**src/rtl/stream_mux_pkg.sv**
```systemverilog
// rtl/stream_mux_pkg.sv - shared types and helpers for the round-robin stream mux
package stream_mux_pkg;

    typedef enum logic {
        IDLE   = 1'b0,
        LOCKED = 1'b1
    } state_t;

    function automatic int sel_w(input int n);
        return ($clog2(n) > 1) ? $clog2(n) : 1;
    endfunction

endpackage

```
**src/rtl/rr_arbiter.sv**
```systemverilog
// rtl/rr_arbiter.sv - combinational rotate-priority search starting just after ptr
module rr_arbiter #(
    parameter int N     = 4,
    parameter int SEL_W = 2
) (
    input  logic [N-1:0]     req,
    input  logic [SEL_W-1:0] ptr,
    output logic             gnt_valid,
    output logic [SEL_W-1:0] gnt_idx
);

    localparam int NP = 2 ** SEL_W;

    logic [NP-1:0] req_ext;

    // Walk from the farthest offset down so the nearest requester after ptr wins.
    always_comb begin
        req_ext        = '0;
        req_ext[N-1:0] = req;
        gnt_valid      = 1'b0;
        gnt_idx        = '0;
        for (int k = N; k >= 1; k--) begin
            if (req_ext[SEL_W'((int'(ptr) + k) % N)]) begin
                gnt_valid = 1'b1;
                gnt_idx   = SEL_W'((int'(ptr) + k) % N);
            end
        end
    end

endmodule

```
**src/rtl/stream_mux_rr.sv**
```systemverilog
// rtl/stream_mux_rr.sv - N:1 packet stream mux, round-robin, registered output
// Optional STREAM_MUX_FORCE_SEL_EN adds force_en/force_sel to pin the IDLE grant.
module stream_mux_rr
    import stream_mux_pkg::*;
#(
    parameter int N_IN  = 4,
    parameter int WIDTH = 8,
    parameter int SEL_W = sel_w(N_IN)
) (
    input  logic                    clk,
    input  logic                    rst,
    input  logic [N_IN*WIDTH-1:0]   in_data,
    input  logic [N_IN-1:0]         in_valid,
    input  logic [N_IN-1:0]         in_last,
    output logic [N_IN-1:0]         in_ready,
    output logic [WIDTH-1:0]        out_data,
    output logic                    out_valid,
    output logic                    out_last,
    output logic [SEL_W-1:0]        out_sel,
`ifdef STREAM_MUX_FORCE_SEL_EN
    input  logic                    out_ready,
    input  logic                    force_en,
    input  logic [SEL_W-1:0]        force_sel
`else
    input  logic                    out_ready
`endif
);

    state_t             state_q, state_d;
    logic [SEL_W-1:0]   grant_q, grant_d;
    logic [SEL_W-1:0]   ptr_q, ptr_d;
    logic [WIDTH-1:0]   out_data_q, out_data_d;
    logic               out_valid_q, out_valid_d;
    logic               out_last_q, out_last_d;
    logic [SEL_W-1:0]   out_sel_q, out_sel_d;

    logic [N_IN-1:0]    arb_req;
    logic               keep_ptr;
    logic               arb_gnt_valid;
    logic [SEL_W-1:0]   arb_gnt_idx;

    logic [WIDTH-1:0]   sel_data;
    logic               sel_valid;
    logic               sel_last;
    logic               can_accept;
    logic               load;

    always_comb begin
        sel_data  = '0;
        sel_valid = 1'b0;
        sel_last  = 1'b0;
        for (int i = 0; i < N_IN; i++) begin
            if (grant_q == SEL_W'(i)) begin
                sel_data  = in_data[i*WIDTH +: WIDTH];
                sel_valid = in_valid[i];
                sel_last  = in_last[i];
            end
        end
    end

    // A forced choice leaves ptr alone so the round-robin order resumes untouched.
    always_comb begin
        arb_req  = in_valid;
        keep_ptr = 1'b0;
`ifdef STREAM_MUX_FORCE_SEL_EN
        if (force_en) begin
            keep_ptr = 1'b1;
            arb_req  = '0;
            for (int i = 0; i < N_IN; i++) begin
                if (force_sel == SEL_W'(i)) begin
                    arb_req[i] = in_valid[i];
                end
            end
        end
`endif
    end

    rr_arbiter #(
        .N     (N_IN),
        .SEL_W (SEL_W)
    ) u_arb (
        .req       (arb_req),
        .ptr       (ptr_q),
        .gnt_valid (arb_gnt_valid),
        .gnt_idx   (arb_gnt_idx)
    );

    assign can_accept = !out_valid_q || out_ready;
    assign load       = (state_q == LOCKED) && sel_valid && can_accept;

    always_comb begin
        in_ready = '0;
        if (state_q == LOCKED && can_accept) begin
            for (int i = 0; i < N_IN; i++) begin
                if (grant_q == SEL_W'(i)) begin
                    in_ready[i] = 1'b1;
                end
            end
        end
    end

    always_comb begin
        state_d = state_q;
        grant_d = grant_q;
        ptr_d   = ptr_q;
        case (state_q)
            IDLE: begin
                if (arb_gnt_valid) begin
                    grant_d = arb_gnt_idx;
                    state_d = LOCKED;
                    if (!keep_ptr) begin
                        ptr_d = arb_gnt_idx;
                    end
                end
            end
            LOCKED: begin
                if (load && sel_last) begin
                    state_d = IDLE;
                end
            end
            default: state_d = IDLE;
        endcase
    end

    always_comb begin
        out_data_d  = out_data_q;
        out_valid_d = out_valid_q;
        out_last_d  = out_last_q;
        out_sel_d   = out_sel_q;
        if (load) begin
            out_data_d  = sel_data;
            out_valid_d = 1'b1;
            out_last_d  = sel_last;
            out_sel_d   = grant_q;
        end else if (out_ready) begin
            out_valid_d = 1'b0;
        end
    end

    always_ff @(posedge clk) begin
        if (rst) begin
            state_q     <= IDLE;
            grant_q     <= '0;
            ptr_q       <= SEL_W'(N_IN - 1);
            out_data_q  <= '0;
            out_valid_q <= 1'b0;
            out_last_q  <= 1'b0;
            out_sel_q   <= '0;
        end else begin
            state_q     <= state_d;
            grant_q     <= grant_d;
            ptr_q       <= ptr_d;
            out_data_q  <= out_data_d;
            out_valid_q <= out_valid_d;
            out_last_q  <= out_last_d;
            out_sel_q   <= out_sel_d;
        end
    end

    assign out_data  = out_data_q;
    assign out_valid = out_valid_q;
    assign out_last  = out_last_q;
    assign out_sel   = out_sel_q;

endmodule

```
**config.mk**
```make
export PLATFORM = sky130hd
export DESIGN_NAME = stream_mux_rr
export DESIGN_NICKNAME = d
export VERILOG_FILES = /design/src/rtl/stream_mux_pkg.sv /design/src/rtl/rr_arbiter.sv /design/src/rtl/stream_mux_rr.sv
export SDC_FILE = /design/constraint.sdc
export NUM_CORES = 1
export LEC_CHECK = 0
export ABC_AREA = 1
export CORE_ASPECT_RATIO = 1.2
export CORE_MARGIN = 4
export CORE_UTILIZATION = 65
export CTS_CLUSTER_SIZE = 28
export DETAILED_ROUTE_END_ITERATION = 6
export DONT_BUFFER_PORTS = 1
export PLACE_DENSITY_LB_ADDON = 0.1
export SKIP_CTS_REPAIR_TIMING = 1
export SLEW_MARGIN = 10
export SYNTH_ARGS = -nofsm -noshare
export SYNTH_HDL_FRONTEND = slang
export SYNTH_HIERARCHICAL = 1
export SYNTH_SLANG_ARGS = --single-unit
```
**constraint.sdc**
```tcl
create_clock -name clk -period 2.2 [get_ports clk]
set_input_delay 0.33 -clock clk [delete_from_list [all_inputs] [get_ports clk]]
set_output_delay 0.33 -clock clk [all_outputs]
set_load 0.05 [all_outputs]
```
==> out/results.ini, run 1 <==
[timing]
hold_viol=0
tns_ps=0
fmax_ghz=0.544
finalMaxSlewViolations=0
slew_headroom_pct=63.3
worst_pin_slew_ps=549
skew_ps=5.78
setup_viol=0
hold_ws_ps=92.8
rsz0062_at_grt=no
min_period_ps=1840
finalCritPeriodShare_pct=83.5

[global_routing]
grt_start_max_net_pins=14
grt.total_usage_pct=25.5
grt_pass1_vias=1185
met3_usage_pct=10.4
met2_usage_pct=48.9
use_met1_pct=24.3
top_usage_layer=met2
grt_pass1_wl_um=4750
grt_antenna_before_repair=0
grt_overflow=0

[drt]
drc_errors=0
routedWlPerCell_um=13.7
first_pass_iters=5
finalWirelength_um=2990
vias=1209
viasPerCell=5.52
drt_iter0_markers=20
antenna_left=0

[placement]
hpwl_um=2440
dpl_cell_area_mm2=0.00120
place_congestion=0.792
placed_cells=215
port_buffers=0

[synth]
synth_edf_count=0
synth_area_leader_cell=dfxtp_1
yosys_warnings=6
async_flop_share_pct=0
synth-seq-area-share_pct=28.5
synthFlopType=dfxtp_1
synth_most_common_cell=nand2_1
yosys-top-cells-count=nand2_1, nor2_1, dfxtp_1, inv_1
syn_inst=198
synth_cell_type_count=21
synth_top_area_share_pct=28.5
syn_area_mm2=0.00119
synth_area_leaders=dfxtp_1, nand2_1, nor2_1
synth-seq-cells=17
syn_area_per_cell_um2=6.03
synth.net_count=241

[floorplanning]
core_area_mm2=0.00168
start_util_pct=71.0
die-area_mm2=0.00259
die_y_um=54.9
rows=16
die_x_um=47.1
pin_count=59

[worst_setup_path]
crit_path_end=in_ready[1]
worstRegToRegCells=8
crit_start=grant_q[0]
reg2reg_to=ptr_q[0]
critPathMaxFanout=9
criticalPathCategory=reg2out
rrSetupSlack_ps=570
worst_ep_arrival_time_ps=1510
critPathLaunchType=flip-flop
cp-end-kind=output port
crit_required_ps=1870
r2r_start=ptr_q[0]

[flow_run]
maxCapViolations=0

[finish]
drive_above_1_share_pct=17.9
instances_no_fill=219
seqCellArea_um2=340
num_antenna_cells=0
area_growth_pct=2.73
n_fill_cell=165
multi_input_area_um2=708
finalNetCount=245
design_area_mm2=0.00123

[pwr]
ir_drop_mv=0.976
p_leak_nw=0.637
cellPowerDensity_mw_per_mm2=1720
fin_total_pwr_mw=2.11

[clock_tree]
root_buffer=clkbuf_4
cts_sinks=17
cts_buffers=3
insertion_delay_ps=290
path_clk_slew_ps=100
clockBufferDepth=2
cts_tree=done
htreeDepth=1

[hold_path]
min_path_type=in2reg

[status]
status=finished clean

## worst max-delay path, stage by stage, from the launching register on
cell     delay (ps)
dfxtp_1         680
inv_2           100
nor3_1          210
buf_4           230
## flip-flops by register name, summed over array words and instances, names as in the netlist
register	cells
out_last	1
grant_q	2
ptr_q	2
out_valid	1
out_data	8
out_sel	2
state_q	1
## routing by layer
layer | part of all wire [%] | vias up | wire, um
met1 | 37 | 528 | 1100
li1 | - | 625 | -
met3 | 8.4 | 4 | 251
met4 | 1.5 | 0 | 46
met2 | 53 | 52 | 1590
met5 | 0 | - | 0
## placed cells by master (no fill, tap or decap), drive strengths merged
cell     n
nand4    9
buf      5
dfxtp   17
inv     22
nor2    28
clkinv   1
nand2   88
o21ai   12
and2     1
clkbuf   3
nand3    7
nor3     3
a21oi    4
a21boi   1
## cell type report
cell class                 instances  share of cell area [%]
multi-input combinational        153                    57.8
sequential                        17                    27.8
timing repair buffer               5                    3.06
tap                               18                    1.84
inverter                          22                    7.35
clock inverter                     1                   0.408
clock buffer                       3                    1.84
## cell families after synthesis
logic type,share of synthesized area [%]
DFF,28.5
and+or+nand+nor,51.3
AOI/OAI and AO/OA,7.65
buffers and inverters,12.6
## worst min path at each step
stage | startpoint | cells after the start | to | slack, ps
2_1_floorplan | rst | 1 | grant_q[0] | 400
3_3_place_gp | rst | 1 | out_last | 400
3_5_place_dp | rst | 1 | state_q | 400
4_1_cts | rst | 1 | state_q | 90
5_1_grt | rst | 1 | state_q | 70
6_report | rst | 1 | state_q | 90
## where the power goes
group,switching [mW],internal (mW)
sequential,0.430,0.423
combinational,0.717,0.381
clock,0.0960,0.0676
## through the flow
| stage | worst slack, ps | utilization, % |
|---|---|---|
| CTS | 338 | 72.9 |
| finish | 362 | 72.9 |
| floorplan | 81.3 | - |
| global route | 262 | 72.9 |
| global placement | 633 | 71.3 |
| detailed placement | 592 | 71.3 |
Note: power is estimated with default switching activity, not from simulation.
==> run 2: changes to the inputs <==
--- a/config.mk
+++ b/config.mk
@@ -8,7 +8,7 @@
 export ABC_AREA = 1
 export CORE_ASPECT_RATIO = 1.2
 export CORE_MARGIN = 4
-export CORE_UTILIZATION = 65
+export CORE_UTILIZATION = 56
 export CTS_CLUSTER_SIZE = 28
 export DETAILED_ROUTE_END_ITERATION = 6
 export DONT_BUFFER_PORTS = 1
==> constraint.sdc (replaced) <==
create_clock -name clk -period 1.5 [get_ports clk]
set_input_delay 0.225 -clock clk [delete_from_list [all_inputs] [get_ports clk]]
set_output_delay 0.225 -clock clk [all_outputs]
set_load 0.05 [all_outputs]
==> run 2 against run 1 <==
- cell count up 8.2%
- critical path depth increased by 1
- sequential share of layout area decreased by 2.3 points
- largest cell class unchanged
- total power up 57%
- sequential power rose by 30%
- register-to-register slack worse by 470 ps
- routed wire length shrank 2.3%
- clock skew down 4.8 ps
- largest power group unchanged
==> out/results.ini, run 2 (same netlist as run 1, synthesis figures left out) <==
[finish]
area_growth_pct=14.0
drive_above_1_share_pct=24.2  ; +6.2 points
largest_register_ffs=8  ; unchanged
n_fill_cell=169  ; +2.4%
layout_common_cells=nand2_1, nor2_1, inv_1
seqCellArea_um2=347  ; +1.8%
final_common_cell=nand2_1
design_area_mm2=0.00136  ; +11%
num_antenna_cells=0  ; unchanged
multi_input_area_um2=739  ; +4.4%
instances_no_fill=237  ; +8.2%
finalNetCount=251  ; +2.4%

[global_routing]
grt_overflow=0  ; unchanged
grt_antenna_before_repair=0  ; unchanged
grt_pass1_vias=1214  ; +2.4%
grt.total_usage_pct=21.2  ; -4.3 points
grt_start_max_net_pins=14  ; unchanged
grt_pass1_wl_um=4920  ; +3.6%

[timing]
tns_ps=0  ; unchanged
min_period_ps=1430
skew_ps=0.946  ; -4.83 ps
finalCritPeriodShare_pct=95.4
rsz0062_at_grt=yes
hold_viol=0  ; unchanged
setup_viol=0  ; unchanged
hold_ws_ps=185  ; +91.9 ps
setup_slack_ps=68.5  ; -294 ps
slew_headroom_pct=64.2  ; +0.84 points
fmax_ghz=0.699
finalMaxSlewViolations=0  ; unchanged
worst_pin_slew_ps=537  ; -12.6 ps

[floorplanning]
die_x_um=50.1  ; +6.4%
rows=18  ; +2
core_area_mm2=0.00205  ; +22%
pin_count=59  ; unchanged
die-area_mm2=0.00294  ; +13%
start_util_pct=58.2  ; -13 points
die_y_um=58.6  ; +6.6%

[drt]
first_pass_iters=4  ; -1
finalWirelength_um=2920  ; -2.3%
routedWlPerCell_um=12.3  ; -9.8%
drc_errors=0  ; unchanged
antenna_left=0  ; unchanged
viasPerCell=5.21  ; -5.7%
vias=1234  ; +2.1%
drt_iter0_markers=29  ; +45%

[pwr]
cellPowerDensity_mw_per_mm2=2440  ; +41%
p_leak_nw=0.683  ; +7.2%
ir_drop_mv=1.35  ; +39%
clkPwrFrac_pct=7.2  ; -0.5 points
p_sw_mw=1.86  ; +50%
internal_power_mw=1.46  ; +67%
power_frac_comb_pct=59.3  ; +7.4 points
seqPwrFrac_pct=33.5  ; -6.9 points
swShare_pct=56.0  ; -2.7 points

[placement]
placed_cells=232  ; +7.9%
hpwl_um=2440  ; about the same
pre_cts_ws_ps=64.3  ; -527 ps
dpl_cell_area_mm2=0.00130  ; +8.7%
place_congestion=0.809  ; +2.2%
port_buffers=0  ; unchanged

[clock_tree]
cts_buffers=3  ; unchanged
insertion_delay_ps=280  ; about the same
cts_sinks=17  ; unchanged
root_buffer=clkbuf_4
clockBufferDepth=2  ; unchanged
htreeDepth=1  ; unchanged
cts_tree=done
path_clk_slew_ps=100  ; about the same

[worst_setup_path]
criticalPathCategory=reg2out
worst_ep_arrival_time_ps=1210  ; -300 ps
worstRegToRegCells=10  ; +2
crit_required_ps=1270  ; -600 ps
critPathMaxFanout=9  ; unchanged
cp-end-kind=output port
critPathLaunchType=flip-flop

[status]
status=finished clean

[hold_path]
min_path_type=in2reg
hold_depth=5  ; +4

[flow_run]
maxCapViolations=0  ; unchanged

run 2: per-layer routing:
layer	up-vias	track usage [%]	part of all wire, %
met3	2	5.06	7.5
met2	44	43.1	56
met4	0	5.14	0.72
met1	555	20.8	35
met5	-	0	0
li1	633	-	-
run 2: power groups by stage:
stage          combinational, mW  clock (mW)  sequential (mW)
2_1_floorplan               1.55           0             1.10
3_3_place_gp                1.87           0             1.11
3_5_place_dp                1.93           0             1.12
4_1_cts                     1.93       0.244             1.11
5_1_grt                     2.21       0.267             1.13
6_report                    1.97       0.238             1.11
run 2: critical path, stage by stage, from the launching register on:
cell and delay (ps):
dfxtp_1 370, buf_12 150, inv_2 60, nor3_2 170, buf_6 180
run 2: layout make-up:
class | count | share of cell area (%)
multi-input cells | 153 | 54.3
well taps | 30 | 2.76
clock buffers | 3 | 1.65
inverters | 22 | 6.80
flip-flops and latches | 17 | 25.5
repair buffers | 11 | 8.64
clock inverters | 1 | 0.368
run 2: path summary, 6_finish.rpt:
kind	start	to	slack, ps
setup reg to reg	ptr_q[0]	ptr_q[0]	100
setup / recovery	grant_q[1]	in_ready[2]	70
hold / removal	out_ready	out_valid	180
hold reg to reg	out_last	out_last	480
run 2: stage by stage:
stage          utilization (%)  total power, mW
5_1_grt                   66.4             3.60
3_3_place_gp              63.6             2.99
2_1_floorplan                -             2.65
4_1_cts                   64.9             3.29
3_5_place_dp              63.6             3.05
6_report                  66.4             3.32
==> run 3: changes to the inputs <==
--- a/config.mk
+++ b/config.mk
@@ -12,6 +12,7 @@
 export CTS_CLUSTER_SIZE = 28
 export DETAILED_ROUTE_END_ITERATION = 6
 export DONT_BUFFER_PORTS = 1
+export GPL_TIMING_DRIVEN = 0
 export PLACE_DENSITY_LB_ADDON = 0.1
 export SKIP_CTS_REPAIR_TIMING = 1
 export SLEW_MARGIN = 10
==> run 3 against run 2 <==
- utilization increased by 5.4 points
- first-iteration DRC count decreased by 72%
- worst hold slack got worse by 37 ps
- register-to-register slack got worse by 160 ps
- clock power decreased by 3%
- sequential share of layout area decreased by 1.9 points
- clock-buffer cell count increased by 1
- the flow now finishes with violations (negative setup slack)
- via count increased by 4.4%
- cell count increased by 2.5%
- critical path type unchanged
- non-clock buffer count increased by 6
- critical path depth decreased by 1
- largest power group unchanged
- design area increased by 8.2%
==> out/results.ini, run 3 (same netlist as run 1, synthesis figures left out) <==
[pwr]
p_leak_nw=0.716  ; +4.8%
cellPowerDensity_mw_per_mm2=2500  ; +2.7%
fin_total_pwr_mw=3.69  ; +11%
ir_drop_mv=1.74  ; +29%

[placement]
port_buffers=0  ; unchanged
place_congestion=0.842  ; +4.0%
pre_cts_ws_ps=-139  ; -203 ps
hpwl_um=2510  ; +2.9%

[drt]
drt_iter0_markers=8  ; -72%
routedWlPerCell_um=13.5  ; +9.2%
antenna_left=0  ; unchanged
viasPerCell=5.30  ; +1.8%
finalWirelength_um=3270  ; +12%
first_pass_iters=4  ; unchanged
vias=1288  ; +4.4%
drc_errors=0  ; unchanged

[timing]
min_period_ps=1590  ; +158 ps
tns_ps=-738  ; -738 ps
skew_ps=7.28  ; +6.33 ps
slew_headroom_pct=63.6  ; -0.59 points
finalMaxSlewViolations=0  ; unchanged
setup_slack_ps=-89.4  ; -158 ps
hold_ws_ps=148  ; -36.7 ps
worst_pin_slew_ps=545  ; +7.78 ps
setup_viol=13  ; +13
hold_viol=0  ; unchanged
fmax_ghz=0.629  ; -9.9%
finalCritPeriodShare_pct=106  ; +11 points
rsz0062_at_grt=yes

[floorplanning]
pin_count=59  ; unchanged
core_area_mm2=0.00205  ; unchanged
start_util_pct=58.2  ; unchanged
die_y_um=58.6  ; unchanged
die_x_um=50.1  ; unchanged
die-area_mm2=0.00294  ; unchanged
rows=18  ; unchanged

[finish]
layout_common_cells=nand2_1, inv_1, dfxtp_1
seqCellArea_um2=347  ; unchanged
drive_above_1_share_pct=30.5  ; +6.4 points
area_growth_pct=23.4
final_common_cell=nand2_1
final_core_util_pct=71.9  ; +5.4 points
finalNetCount=257  ; +2.4%
num_antenna_cells=0  ; unchanged
multi_input_area_um2=815  ; +10%
largest_register_ffs=8  ; unchanged
n_fill_cell=165  ; -2.4%

[clock_tree]
htreeDepth=1  ; unchanged
path_clk_slew_ps=90  ; about the same
cts_buffers=3  ; unchanged
clockBufferDepth=2  ; unchanged
insertion_delay_ps=280  ; about the same
cts_tree=done
cts_sinks=17  ; unchanged
root_buffer=clkbuf_4

[global_routing]
grt_overflow=0  ; unchanged
grt_antenna_before_repair=0  ; unchanged
grt.total_usage_pct=23.1  ; +1.9 points
grt_pass1_wl_um=5360  ; +9.0%
grt_pass1_vias=1307  ; +7.7%
grt_start_max_net_pins=11  ; -3

[worst_setup_path]
cp_slowest_stage_delay_ps=480  ; +110 ps
path_cells=buf_6 -> buf_4 -> nor3_4
critPathSlowestCell=nor3_4
critPathMaxFanout=8  ; -1
crit_required_ps=1270  ; about the same
cp-end-kind=output port
critPathLaunchType=flip-flop
critical_path.top_delay_family=simple AND/OR/NAND/NOR gates
worst_ep_arrival_time_ps=1360  ; +150 ps
criticalPathCategory=reg2out
cp_num_buf_inv=2  ; -1

[status]
status=complete, but fails checks
violations=negative setup slack

[flow_run]
maxCapViolations=0  ; unchanged

[hold_path]
min_path_type=in2reg

[run 3: cell type report]
type / instances / area share [%]
clock buffers: 4 / 1.78
repair buffers: 11 / 5.78
inverters: 22 / 6.12
flip-flops and latches: 17 / 23.5
well taps: 30 / 2.55
plain buffers: 6 / 4.93
multi-input cells: 153 / 55.3
[run 3: final timing paths]
path | from | to | slack, ps | cells past startpoint
setup / recovery | grant_q[0] | in_ready[0] | -90 | 3
hold / removal | rst | out_sel[0] | 150 | 3
setup reg to reg | out_valid | out_data[6] | -60 | 9
hold reg to reg | ptr_q[0] | ptr_q[0] | 500 | 2
[run 3: power breakdown]
group	internal (mW)	switching, mW	total (mW)
clock	0.103	0.129	0.232
sequential	0.631	0.517	1.15
combinational	0.911	1.40	2.31
[run 3: per-stage QoR]
step | cells | cell area, um^2
finish | 243 | 1470
global route | 243 | 1470
CTS | 232 | 1290
detailed placement | 228 | 1260
global placement | 228 | 1260
floorplan | 198 | 1220
[run 3: worst reg2reg max path: cells and delay by family (launching register included)]
kind	cells	cell delay (ps)
buffers and inverters	2	190
flip-flops	1	420
AND/OR/NAND/NOR	7	840
[run 3: layer usage]
layer	global-route usage, %	routed length, um	share of wire (%)	vias up
met4	7.11	45	1.4	0
li1	-	-	-	651
met5	0	0	0	-
met1	24.9	1190	36	585
met3	4.05	198	6.0	6
met2	44.8	1840	56	46
